## config.mk

```make
export PLATFORM = sky130hd
export DESIGN_NAME = mod_updown_counter
export DESIGN_NICKNAME = d
export VERILOG_FILES = /design/src/rtl/mod_updown_counter.sv
export SDC_FILE = /design/constraint.sdc
export NUM_CORES = 1
export LEC_CHECK = 0
export CAP_MARGIN = 40
export CORE_AREA = 2 2 39 41
export CTS_CLUSTER_DIAMETER = 50
export DETAILED_ROUTE_END_ITERATION = 10
export DIE_AREA = 0 0 41 43
export SLEW_MARGIN = 20
export SYNTH_ARGS = -nofsm -noshare
export SYNTH_HDL_FRONTEND = slang
export SYNTH_SLANG_ARGS = --single-unit
```

## constraint.sdc

```tcl
create_clock -name clk -period 3.4 [get_ports clk]
set_input_delay 0.68 -clock clk [delete_from_list [all_inputs] [get_ports clk]]
set_output_delay 0.68 -clock clk [all_outputs]
set_load 0.05 [all_outputs]
```

## src/rtl/mod_updown_counter.sv

```systemverilog
// Modulo-N up/down counter with synchronous load, wrap or saturate at the limits,
// a combinational terminal-count flag and a registered one-cycle limit-event pulse.
module mod_updown_counter #(
    parameter int unsigned WIDTH    = 4,
    parameter int unsigned MODULUS  = 16,
    parameter int unsigned SATURATE = 0
) (
    input  logic             clk,
    input  logic             reset,
    input  logic             en,
    input  logic             up_dn,
    input  logic             load,
    input  logic [WIDTH-1:0] load_val,
    output logic [WIDTH-1:0] count,
    output logic             tc,
    output logic             ovf
);

    localparam logic [WIDTH-1:0] MAX_CNT = WIDTH'(MODULUS - 1);
    localparam logic             SAT     = (SATURATE != 0);

    logic [WIDTH-1:0] count_nxt;
    logic             ovf_nxt;

    // Next-state: load beats enable; limit steps either wrap or hold and always flag ovf
    always_comb begin
        count_nxt = count;
        ovf_nxt   = 1'b0;
        if (load) begin
            count_nxt = (load_val > MAX_CNT) ? MAX_CNT : load_val;
        end else if (en) begin
            if (up_dn) begin
                if (count == MAX_CNT) begin
                    ovf_nxt   = 1'b1;
                    count_nxt = SAT ? MAX_CNT : '0;
                end else begin
                    count_nxt = count + WIDTH'(1);
                end
            end else begin
                if (count == '0) begin
                    ovf_nxt   = 1'b1;
                    count_nxt = SAT ? '0 : MAX_CNT;
                end else begin
                    count_nxt = count - WIDTH'(1);
                end
            end
        end
    end

    always_ff @(posedge clk) begin
        if (reset) begin
            count <= '0;
            ovf   <= 1'b0;
        end else begin
            count <= count_nxt;
            ovf   <= ovf_nxt;
        end
    end

    assign tc = (up_dn & (count == MAX_CNT)) | (~up_dn & (count == '0));

endmodule

```

==> flow_summary.json <==
{
  "arrival_ns": 1.94,
  "yosys.area_share.xor_xnor_pct": 7.45,
  "dp_hpwl_um": 584,
  "tritoncts": "built",
  "synth_fa_ha_area_share_pct": 7.09,
  "syn-num-nets": 53,
  "hold_path_class": "flip-flop to flip-flop",
  "grt_pass1_vias": 285,
  "numPortBuffers": 14,
  "synth_top_family_by_area": "compound AO/OA/AOI/OAI gates",
  "fp-row-count": 14,
  "ys_warn_count": 0,
  "die_width_um": 41,
  "synth_area_leaders": "dfxtp_1, xnor2_1, ha_1",
  "fin_crit_ns": 2.62,
  "critPathSlowestCell": "clkdlybuf4s50_1",
  "end_kind": "primary output",
  "r2r-end": "count[1]",
  "finalCritPeriodShare_pct": 77.1,
  "status": "finished, final reports clean",
  "synth_flop_cell": "dfxtp_1",
  "cts_max_path_buffers": 2,
  "fp.coreArea_um2": 1380,
  "synthCells": 42,
  "start_util_pct": 25.5,
  "clock_latency_ns": 0.23,
  "die_area_um2": 1760,
  "slew_headroom_pct": 67.4,
  "final_nets": 71,
  "p_comb_share_pct": 34.2,
  "synth.most_common_cell": "dfxtp_1",
  "yosys.area_share.simple_pct": 23.0,
  "root_buffer": "clkbuf_4",
  "synthArstFlopShare_pct": 0,
  "sw_frac_of_total_pct": 32.4,
  "drt-pass1-iter-count": 2,
  "synth_top_area_cell": "dfxtp_1",
  "cts_hold_buf": 0,
  "synth_common_cells": "dfxtp_1, a21oi_1, nor2_1, o21ai_0, xnor2_1",
  "worstSetupStartpoint": "up_dn",
  "gp_congestion": 0.678,
  "max_freq_mhz": 382,
  "grt_max_degree": 10,
  "ios": 15,
  "ys_ff_latch": 5,
  "drt-initial-drc-count": 6,
  "start_kind": "primary input",
  "layout-drive-gt1-share_pct": 13.6,
  "tightest_slew_ns": 0.488,
  "path_class": "primary input to primary output",
  "setup_violations": 0,
  "h-tree-depth": 1,
  "drv_cap": 0,
  "drv_slew": 0,
  "synth_edf_count": 0,
  "critical-path-max-stage-delay_ns": 0.50,
  "viasPerCell": 4.37,
  "p_leak_nw": 0.203,
  "synthDominantCellAreaShare_pct": 28.4,
  "syn_area_per_cell_um2": 8.40,
  "post_cts.repair.setup_buffers": 0,
  "path_clk_slew_ns": 0.04,
  "timing.setup.tns_ns": 0,
  "grt_pass1_wl_mm": 1.10,
  "syn_area_um2": 353,
  "seqPwrFrac_pct": 33.9,
  "rrSetupSlack_ns": 1.99,
  "hold_viol": 0,
  "antenna_found_initial": 0,
  "cp_cell_sequence": "clkdlybuf4s50_1, nand2b_1, o31ai_1, buf_4",
  "post_cts_resize_count": 0,
  "rsz0062_at_grt": "false",
  "routedWlPerCell_um": 9.89,
  "synth_compound_area_share_pct": 25.5,
  "overflow": 0,
  "drc": 0,
  "track_usage_pct": 9.44,
  "powerDensity_nw_per_um2": 388,
  "cp_data_required_time_ns": 2.72,
  "dieHeight_um": 43,
  "fin_util_pct": 38.4,
  "whs_path_depth": 3,
  "antenna_cells": 0,
  "drt-total-wl_um": 742,
  "area_growth_pct": 50.7,
  "switchingPower_w": 0.0000667,
  "internal_power_w": 0.000139,
  "clkPwrFrac_pct": 31.9,
  "synthMuxAreaShare_pct": 2.84,
  "clock_skew_ns": 0.000490,
  "vdd_drop_max_mv": 0.171,
  "r2r_cells": 6,
  "crit_fanout": 6,
  "ant_nets": 0,
  "regToRegStartpoint": "count[0]",
  "yosysSeqAreaShare_pct": 28.4,
  "numCtsBuffers": 3,
  "cp-endpoint": "tc",
  "vias": 328,
  "cts.sinks": 5,
  "synth.distinct_cells": 24
}
[layout by cell type, fill, tap and decap left out, types with 2 or more instances in the layout]
master | Yosys | final
a21oi_1 | 4 | 4
clkbuf_4 | 0 | 3
clkdlybuf4s50_1 | 0 | 13
dfxtp_1 | 5 | 5
ha_1 | 2 | 2
inv_1 | 2 | 2
inv_2 | 2 | 2
nand2_1 | 2 | 2
nand4_1 | 2 | 2
nor2_1 | 3 | 3
o21ai_0 | 3 | 3
xnor2_1 | 3 | 3
[metrics by stage]
stage	hold WS [ns]	instances	area [um^2]	power [W]	setup WS [ns]
finish	0.728	75	532	0.000206	0.779
global route	0.786	75	532	0.000219	0.669
CTS	0.731	75	532	0.000209	0.748
detailed placement	0.726	71	505	0.000142	0.757
global placement	0.723	71	505	0.000142	0.837
floorplan	0.752	42	353	0.000116	0.628
[power groups by stage]
stage          registers (W)   logic, W  clock network (W)
2_1_floorplan      0.0000841  0.0000320                  0
3_3_place_gp       0.0000708  0.0000712                  0
3_5_place_dp       0.0000708  0.0000709                  0
4_1_cts            0.0000698  0.0000712          0.0000684
5_1_grt            0.0000706  0.0000764          0.0000724
6_report           0.0000699  0.0000705          0.0000657
[area by class of cell]
type                       instances  area (um^2)
fill                             145          852
sequential                         5          100
clock buffer                       4         26.3
multi-input combinational         32          233
timing repair buffer              14          138
tap                               16         20.0
inverter                           4         15.0
[cells by family after synthesis]
| logic type | count (synthesis) |
|---|---|
| adders and majority gates | 2 |
| buffers and inverters | 5 |
| DFF | 5 |
| muxes | 1 |
| and+or+nand+nor | 13 |
| AOI/OAI and AO/OA | 13 |
| xor gates and xnor gates | 3 |
[sequential cells by signal, summed over array words and instances (netlist names)]
name / cells
ovf: 1
count: 4
[worst max-delay path, delay by kind of cell]
| kind | cells | cell delay (ns) |
|---|---|---|
| buffers and inverters | 2 | 0.76 |
| AOI/OAI and AO/OA | 1 | 0.29 |
| and+or+nand+nor | 1 | 0.21 |
[worst min path at each step]
stage,start,endpoint,slack [ns]
4_1_cts,count[1],count[1],0.73
3_3_place_gp,count[0],count[0],0.72
5_1_grt,count[2],count[3],0.79
3_5_place_dp,count[2],count[3],0.73
2_1_floorplan,reset,count[1],0.75
6_report,count[2],count[3],0.73
[metal layers]
layer	routed length, um	up-vias	global-route usage [%]
li1	-	183	-
met1	373	134	11.6
met2	317	11	14.4
met3	51	0	1.57
met4	0	0	6.00
met5	0	-	0
Note: power is estimated with default switching activity, not from simulation.
